==> config.mk <==
export PLATFORM = sky130hd
export DESIGN_NAME = multi_cycle_ctrl_flat
export DESIGN_NICKNAME = d
export VERILOG_FILES = /design/src/rtl/multi_cycle_ctrl_if.sv /design/src/rtl/multi_cycle_ctrl.sv /design/src/flat_wrapper.sv
export SDC_FILE = /design/constraint.sdc
export NUM_CORES = 1
export LEC_CHECK = 0
export CAP_MARGIN = 30
export CORE_ASPECT_RATIO = 1.4
export CORE_MARGIN = 4
export CORE_UTILIZATION = 30
export CTS_BUF_LIST = sky130_fd_sc_hd__clkbuf_8
export DETAILED_ROUTE_END_ITERATION = 12
export PLACE_DENSITY_LB_ADDON = 0.3
export RECOVER_POWER = 100
export SLEW_MARGIN = 20
export SYNTH_ARGS = -nofsm -noshare
export SYNTH_HDL_FRONTEND = slang
export SYNTH_SLANG_ARGS = --single-unit
==> constraint.sdc <==
create_clock -name clk -period 2.9 [get_ports clk]
set_input_delay 0.435 -clock clk [delete_from_list [all_inputs] [get_ports clk]]
set_output_delay 0.435 -clock clk [all_outputs]
set_load 0.02 [all_outputs]
==> src/rtl/multi_cycle_ctrl_if.sv <==
// Memory handshake between the multi-cycle sequencer and the shared
// instruction/data memory.
//   MemReq    - access request, held until mem_ready
//   MemWrite  - write access, valid with MemReq
//   IorD      - address select: 0 = PC, 1 = ALU result
//   mem_ready - memory completes the current access this cycle
// master: sequencer side, slave: memory side.
interface multi_cycle_ctrl_if;
   logic MemReq;
   logic MemWrite;
   logic IorD;
   logic mem_ready;

   modport master (
      output MemReq,
      output MemWrite,
      output IorD,
      input  mem_ready
   );

   modport slave (
      input  MemReq,
      input  MemWrite,
      input  IorD,
      output mem_ready
   );
endinterface

==> src/rtl/multi_cycle_ctrl.sv <==
// Multi-cycle sequencer for the 4-bit-opcode datapath (R-type, lw, sw, beq).
// Walks FETCH/DECODE/EXEC/MEM/WB, drives the datapath mux selects and write
// strobes, and traps on illegal opcodes or a memory that never answers.
// Ports:
//   clk, rst_n    - rising-edge clock, asynchronous active-low reset
//   start         - leave IDLE and begin fetching
//   halt_req      - return to IDLE at the next instruction boundary
//   opcode        - IR[15:12], sampled in DECODE
//   memBus        - req/ready memory handshake (master side)
//   IrWrite .. AluOp - datapath strobes and mux selects
//   busy, fault   - status; fault_code 01 = illegal opcode, 10 = mem timeout
//   instr_count   - retired instruction counter, wraps
module multi_cycle_ctrl #(
   parameter int unsigned TIMEOUT = 16,
   parameter int unsigned CNT_W   = 16
) (
   input  logic                 clk,
   input  logic                 rst_n,
   input  logic                 start,
   input  logic                 halt_req,
   input  logic [3:0]           opcode,
   multi_cycle_ctrl_if.master   memBus,
   output logic                 IrWrite,
   output logic                 PcWrite,
   output logic                 PcWriteCond,
   output logic                 RegWrite,
   output logic                 RegDst,
   output logic                 MemToReg,
   output logic                 AluSrcA,
   output logic [1:0]           AluSrcB,
   output logic                 extOp,
   output logic [2:0]           AluOp,
   output logic                 busy,
   output logic                 fault,
   output logic [1:0]           fault_code,
   output logic [CNT_W-1:0]     instr_count
);

   localparam int unsigned WaitW = (TIMEOUT > 2) ? $clog2(TIMEOUT) : 1;
   localparam logic [WaitW-1:0] WaitLast = WaitW'(TIMEOUT - 1);

   localparam logic [3:0] OpR   = 4'b0000;
   localparam logic [3:0] OpLw  = 4'b0001;
   localparam logic [3:0] OpSw  = 4'b0010;
   localparam logic [3:0] OpBeq = 4'b0011;

   typedef enum logic [2:0] {
      StIdle,
      StFetch,
      StDecode,
      StExec,
      StMem,
      StWb,
      StFault
   } stateT;

   stateT             stateQ;
   logic [3:0]        opQ;
   logic [WaitW-1:0]  waitCnt;
   logic [CNT_W-1:0]  instrCnt;
   logic [1:0]        faultCode;
   logic              haltPend;

   logic memReq, memWrite, iorD;
   logic ready;
   logic retire;
   logic haltNow;

   assign ready = memBus.mem_ready;

   // An instruction retires in its last cycle: beq in EXEC, sw when its MEM
   // access completes, R-type/lw in WB.
   assign retire = ((stateQ == StExec) && (opQ == OpBeq)) ||
                   ((stateQ == StMem) && ready && (opQ == OpSw)) ||
                   (stateQ == StWb);

   // A halt request seen anywhere inside an instruction is remembered so a
   // short pulse still stops the sequencer at the boundary.
   assign haltNow = halt_req | haltPend;

   always_ff @(posedge clk or negedge rst_n) begin
      if (!rst_n) begin
         stateQ    <= StIdle;
         opQ       <= 4'b0000;
         waitCnt   <= '0;
         instrCnt  <= '0;
         faultCode <= 2'b00;
         haltPend  <= 1'b0;
      end else begin
         // Counter only runs while an access is stalled; any other cycle
         // leaves it at zero so it is clear on entry to FETCH/MEM.
         waitCnt <= '0;

         if (busy && halt_req) begin
            haltPend <= 1'b1;
         end
         if (retire) begin
            instrCnt <= instrCnt + CNT_W'(1);
            haltPend <= 1'b0;
         end

         case (stateQ)
            StIdle: begin
               if (start) begin
                  stateQ <= StFetch;
               end
            end
            StFetch: begin
               if (ready) begin
                  stateQ <= StDecode;
               end else if (waitCnt == WaitLast) begin
                  stateQ    <= StFault;
                  faultCode <= 2'b10;
               end else begin
                  waitCnt <= waitCnt + WaitW'(1);
               end
            end
            StDecode: begin
               opQ <= opcode;
               if (opcode <= OpBeq) begin
                  stateQ <= StExec;
               end else begin
                  stateQ    <= StFault;
                  faultCode <= 2'b01;
               end
            end
            StExec: begin
               case (opQ)
                  OpR:        stateQ <= StWb;
                  OpLw, OpSw: stateQ <= StMem;
                  OpBeq:      stateQ <= haltNow ? StIdle : StFetch;
                  default:    stateQ <= StFault;
               endcase
            end
            StMem: begin
               if (ready) begin
                  if (opQ == OpSw) begin
                     stateQ <= haltNow ? StIdle : StFetch;
                  end else begin
                     stateQ <= StWb;
                  end
               end else if (waitCnt == WaitLast) begin
                  stateQ    <= StFault;
                  faultCode <= 2'b10;
               end else begin
                  waitCnt <= waitCnt + WaitW'(1);
               end
            end
            StWb: begin
               stateQ <= haltNow ? StIdle : StFetch;
            end
            StFault: begin
               stateQ <= StFault;
            end
            default: begin
               stateQ <= StIdle;
            end
         endcase
      end
   end

   always_comb begin
      memReq      = 1'b0;
      memWrite    = 1'b0;
      iorD        = 1'b0;
      IrWrite     = 1'b0;
      PcWrite     = 1'b0;
      PcWriteCond = 1'b0;
      RegWrite    = 1'b0;
      RegDst      = 1'b0;
      MemToReg    = 1'b0;
      AluSrcA     = 1'b0;
      AluSrcB     = 2'b00;
      extOp       = 1'b0;
      AluOp       = 3'b000;
      case (stateQ)
         StFetch: begin
            memReq = 1'b1;
            if (ready) begin
               // PC + 1 written back while the instruction lands in IR
               IrWrite = 1'b1;
               PcWrite = 1'b1;
               AluSrcB = 2'b01;
               AluOp   = 3'b001;
            end
         end
         StDecode: begin
            // Speculative branch target into ALUOut
            AluSrcB = 2'b11;
            extOp   = 1'b1;
            AluOp   = 3'b001;
         end
         StExec: begin
            AluSrcA = 1'b1;
            case (opQ)
               OpR: begin
                  AluOp = 3'b100;
               end
               OpLw, OpSw: begin
                  AluSrcB = 2'b10;
                  extOp   = 1'b1;
                  AluOp   = 3'b001;
               end
               OpBeq: begin
                  AluOp       = 3'b010;
                  PcWriteCond = 1'b1;
               end
               default: begin
                  AluSrcA = 1'b0;
               end
            endcase
         end
         StMem: begin
            memReq   = 1'b1;
            iorD     = 1'b1;
            memWrite = (opQ == OpSw);
         end
         StWb: begin
            RegWrite = 1'b1;
            RegDst   = (opQ == OpR);
            MemToReg = (opQ == OpLw);
         end
         default: begin
         end
      endcase
   end

   assign memBus.MemReq   = memReq;
   assign memBus.MemWrite = memWrite;
   assign memBus.IorD     = iorD;

   assign busy        = (stateQ != StIdle) && (stateQ != StFault);
   assign fault       = (stateQ == StFault);
   assign fault_code  = faultCode;
   assign instr_count = instrCnt;

endmodule

==> src/flat_wrapper.sv <==
// flat-port wrapper written by rule: the top's interface ports become plain ports
module multi_cycle_ctrl_flat 
#(
   parameter int unsigned TIMEOUT = 16,
   parameter int unsigned CNT_W   = 16
)
  (clk, rst_n, start, halt_req, opcode, IrWrite, PcWrite, PcWriteCond, RegWrite, RegDst, MemToReg, AluSrcA, AluSrcB, extOp, AluOp, busy, fault, fault_code, instr_count, memBus_MemReq, memBus_MemWrite, memBus_IorD, memBus_mem_ready);
  multi_cycle_ctrl_if memBus_i ();
  input  logic clk;
  input  logic rst_n;
  input  logic start;
  input  logic halt_req;
  input  logic [3:0] opcode;
  output logic IrWrite;
  output logic PcWrite;
  output logic PcWriteCond;
  output logic RegWrite;
  output logic RegDst;
  output logic MemToReg;
  output logic AluSrcA;
  output logic [1:0] AluSrcB;
  output logic extOp;
  output logic [2:0] AluOp;
  output logic busy;
  output logic fault;
  output logic [1:0] fault_code;
  output logic [CNT_W-1:0] instr_count;
  output wire logic [$bits(memBus_i.MemReq)-1:0] memBus_MemReq;
  output wire logic [$bits(memBus_i.MemWrite)-1:0] memBus_MemWrite;
  output wire logic [$bits(memBus_i.IorD)-1:0] memBus_IorD;
  input wire logic [$bits(memBus_i.mem_ready)-1:0] memBus_mem_ready;
  assign memBus_MemReq = memBus_i.MemReq;
  assign memBus_MemWrite = memBus_i.MemWrite;
  assign memBus_IorD = memBus_i.IorD;
  assign memBus_i.mem_ready = memBus_mem_ready;
  multi_cycle_ctrl #(.TIMEOUT(TIMEOUT), .CNT_W(CNT_W)) u_core (.clk(clk), .rst_n(rst_n), .start(start), .halt_req(halt_req), .opcode(opcode), .memBus(memBus_i), .IrWrite(IrWrite), .PcWrite(PcWrite), .PcWriteCond(PcWriteCond), .RegWrite(RegWrite), .RegDst(RegDst), .MemToReg(MemToReg), .AluSrcA(AluSrcA), .AluSrcB(AluSrcB), .extOp(extOp), .AluOp(AluOp), .busy(busy), .fault(fault), .fault_code(fault_code), .instr_count(instr_count));
endmodule
==> summary.md <==
| Metric | Value |
|---|---|
| Status | `finished with violations` |
| Failing checks | `max-capacitance violations, max-slew violations` |
| Area leader, netlist | `dfrtp_1` |
| Reg area | `751 µm²` |
| DRC viols | `0` |
| Static leakage | `0.870 nW` |
| Post-Syn Area | `0.00171 mm²` |
| Setup TNS | `0 ps` |
| CTS sink count | `30` |
| Synth Warn # | `0` |
| Worst-path fanout max | `5` |
| Post-CTS sizing | `0` |
| Final Util | `0.413` |
| EDFF count, synth | `0` |
| Ant. Diodes | `0` |
| Tightest hold margin | `~470 ps` |
| Crit path capture type | `output pin` |
| TritonCTS Buffers | `5` |
| CTS max path bufs | `2` |
| CP arrival | `between 2000 and 2500 ps` |
| Area Overhead vs Synth | `33.8%` |
| H-tree Lvls | `2` |
| CTS tree | `yes` |
| Sequential share of power | `0.346` |
| Main synth FF type | `dfrtp_1` |
| Setup slack after layout | `187 ps` |
| Final GP Congestion | `0.771` |
| Sequential area share after synthesis | `0.440` |
| Avg WL per Cell | `15.0 µm` |
| Die Span X | `71.7 µm` |
| CP Launch Type | `flip-flop` |
| Global Route Usage Sum | `0.127` |
| Avg Synthesized Cell Area | `10.4 µm²` |
| Layout cell share with drive strength beyond 1 | `0.0892` |
| Final Hold Viols | `0` |
| Yosys top cell area share | `0.440` |
| Psw | `about 1.0 mW` |
| Post-route ant nets | `0` |
| # IOs | `45` |
| First-pass GRT wire length | `7030 µm` |
| Num rows | `32` |
| RSZ-0062 raised after global routing | `no` |
| Initial cell density of the core | `0.309` |
| Pin count of the biggest net entering global routing | `31` |
| Floorplan core area | `0.00553 mm²` |
| Setup WS pre-CTS | `~330 ps` |
| WS Path Type | `reg2out` |
| Post-synthesis cell type count | `46` |
| Footprint of the multi-input gates | `873 µm²` |
| Die H | `just under 100 µm` |
| Clock share of power | `0.148` |
| CTS clk-pin slew, worst paths | `70 ps` |
| Post-Syn Instances | `164` |
| PwrDens | `~1000 mW/mm²` |
| Crit path required time | `2470 ps` |
| Worst slew pin tran | `1660 ps` |
| Root Buffer | `clkbuf_8` |
| Port Buffer Count | `44` |
| Fill cells | `553` |
| Post-synth ARST share | `1.00` |
| Vias in the first global route | `1462` |
| Setup Skew | `4.14 ps` |
| Final nets | `223` |
| Routed wire length | `4200 µm` |
| Number of iterations in the first detailed-routing pass | `4` |
| Clk Latency, worst-skew pair | `280 ps` |
| Initial DRC Count | `96` |
| Sw frac | `0.447` |
| Hold Crit Class | `reg2reg` |
| Worst slew margin | `-0.105` |
| Pins Over Slew Limit | `31` |
| Syn nets | `175` |
| Via-to-Cell Ratio | `5.13` |
| Final setup fails | `0` |
| Via count | `1441` |
| Synth top area cells | `dfrtp_1, xor2_1, mux2_2` |
| Combinational group share of total power | `0.506` |
| P_int | `approximately 1.3 mW` |
| FF+latch count, synth | `30` |
| Tot Pwr | `2.34 mW` |
| Die area | `0.00697 mm²` |
| Initial antenna violation count | `0` |
| Worst vdd ir | `between 400 and 500 µV` |
| Post-CTS Setup Inserts | `0` |
| Max_cap viols | `1` |
| Grt total ovfl | `0` |
| Fmax | `0.369 GHz` |
| Crit path time final | `about 2700 ps` |
| Final worst-path cycle share | `0.936` |
| DPL Wire Length | `2990 µm` |
| Cts hold-fix bufs | `0` |
## flip-flops by register name, summed over array words and instances, names as in the netlist
signal              cells
u_core.waitCnt          4
u_core.instr_count     16
u_core.opQ              4
u_core.stateQ           3
u_core.haltPend         1
u_core.fault_code       2
## routing by layer
layer / GRT usage / vias to the layer above / share of wire
met4: 0.0478 / 0 / 0.010
met3: 0.0331 / 6 / 0.055
li1: - / 698 / -
met5: 0 / - / 0
met1: 0.157 / 700 / 0.43
met2: 0.208 / 37 / 0.51
## cell families (layout without fill, tap and decap cells)
group,count (synthesis),after routing,share of synthesized area
compound gates,33,33,0.145
fa+ha+maj,2,2,0.0147
simple gates,63,63,0.237
xor+xnor,19,19,0.0976
flops,30,30,0.440
mux,5,5,0.0330
buf+inv,12,61,0.0323
## critical path, stage by stage (launching register included)
cell and delay (ps):
dfrtp_1 430, or3b_2 550, nor4_1 290, dlygate4sd3_1 740
## cell type report
class | instances | area share
multi-input cells | 122 | 0.383
flip-flops and latches | 30 | 0.329
repair buffers | 49 | 0.204
well taps | 68 | 0.0373
clock buffers | 6 | 0.0362
inverters | 4 | 0.00658
clock inverters | 2 | 0.00384
## path summary, 6_finish.rpt
check                                            start                      to  slack, ps  cells after the start
worst max-delay path                     u_core.opQ[3]                AluOp[2]        190                      3
worst min-delay path            u_core.instr_count[15]  u_core.instr_count[15]        470                      1
worst max register to register           u_core.opQ[0]   u_core.instr_count[1]        450                      4
min in group asynchronous                        rst_n   u_core.instr_count[0]       1110                      2
max in group asynchronous                        rst_n         u_core.haltPend        830                      2
worst min register to register  u_core.instr_count[15]  u_core.instr_count[15]        470                      1
## cells in the final DEF (no fill, tap or decap), types with 2 or more instances in the layout
cell,netlist,routed
a2111oi_0,1,6
a211oi_1,3,3
a21oi_1,9,9
a31oi_1,1,2
and2_1,2,2
and3_1,3,3
and4_1,2,2
buf_4,1,2
clkbuf_1,2,3
clkbuf_8,0,6
clkdlybuf4s50_1,0,8
dfrtp_1,30,30
dlygate4sd3_1,0,36
ha_1,2,2
inv_1,4,5
mux2_2,5,5
nand2_1,5,5
nand2b_1,5,5
nand3_1,10,10
nand4_1,4,4
nor2_1,8,8
nor2b_1,4,4
nor3_1,3,3
nor3b_1,2,2
nor4_1,5,5
o21ai_0,6,6
xnor2_1,3,3
xor2_1,16,16
## Yosys cell counts, types with 2 or more instances
cell,count
dfrtp_1,30
xor2_1,16
nand3_1,10
a21oi_1,9
nor2_1,8
o21ai_0,6
buf_2,5
mux2_2,5
nand2_1,5
nand2b_1,5
nor4_1,5
a2111oi_1,4
inv_1,4
nand4_1,4
nor2b_1,4
a211oi_1,3
and3_1,3
nor3_1,3
xnor2_1,3
and2_1,2
and4_1,2
clkbuf_1,2
ha_1,2
nor3b_1,2
## stage by stage
stage          instances  instance area (µm²)
4_1_cts              281                 2320
3_5_place_dp         273                 2230
3_3_place_gp         273                 2230
2_1_floorplan        164                 1710
6_report             281                 2280
5_1_grt              281                 2280
## power by group through the flow
stage	Combinational [mW]	Clock [mW]	Sequential (mW)
2_1_floorplan	0.710	0	0.865
3_3_place_gp	1.29	0	0.820
3_5_place_dp	1.29	0	0.817
4_1_cts	1.30	0.353	0.814
5_1_grt	1.29	0.373	0.846
6_report	1.18	0.345	0.809
No activity file was read; power rests on OpenSTA's default activity.
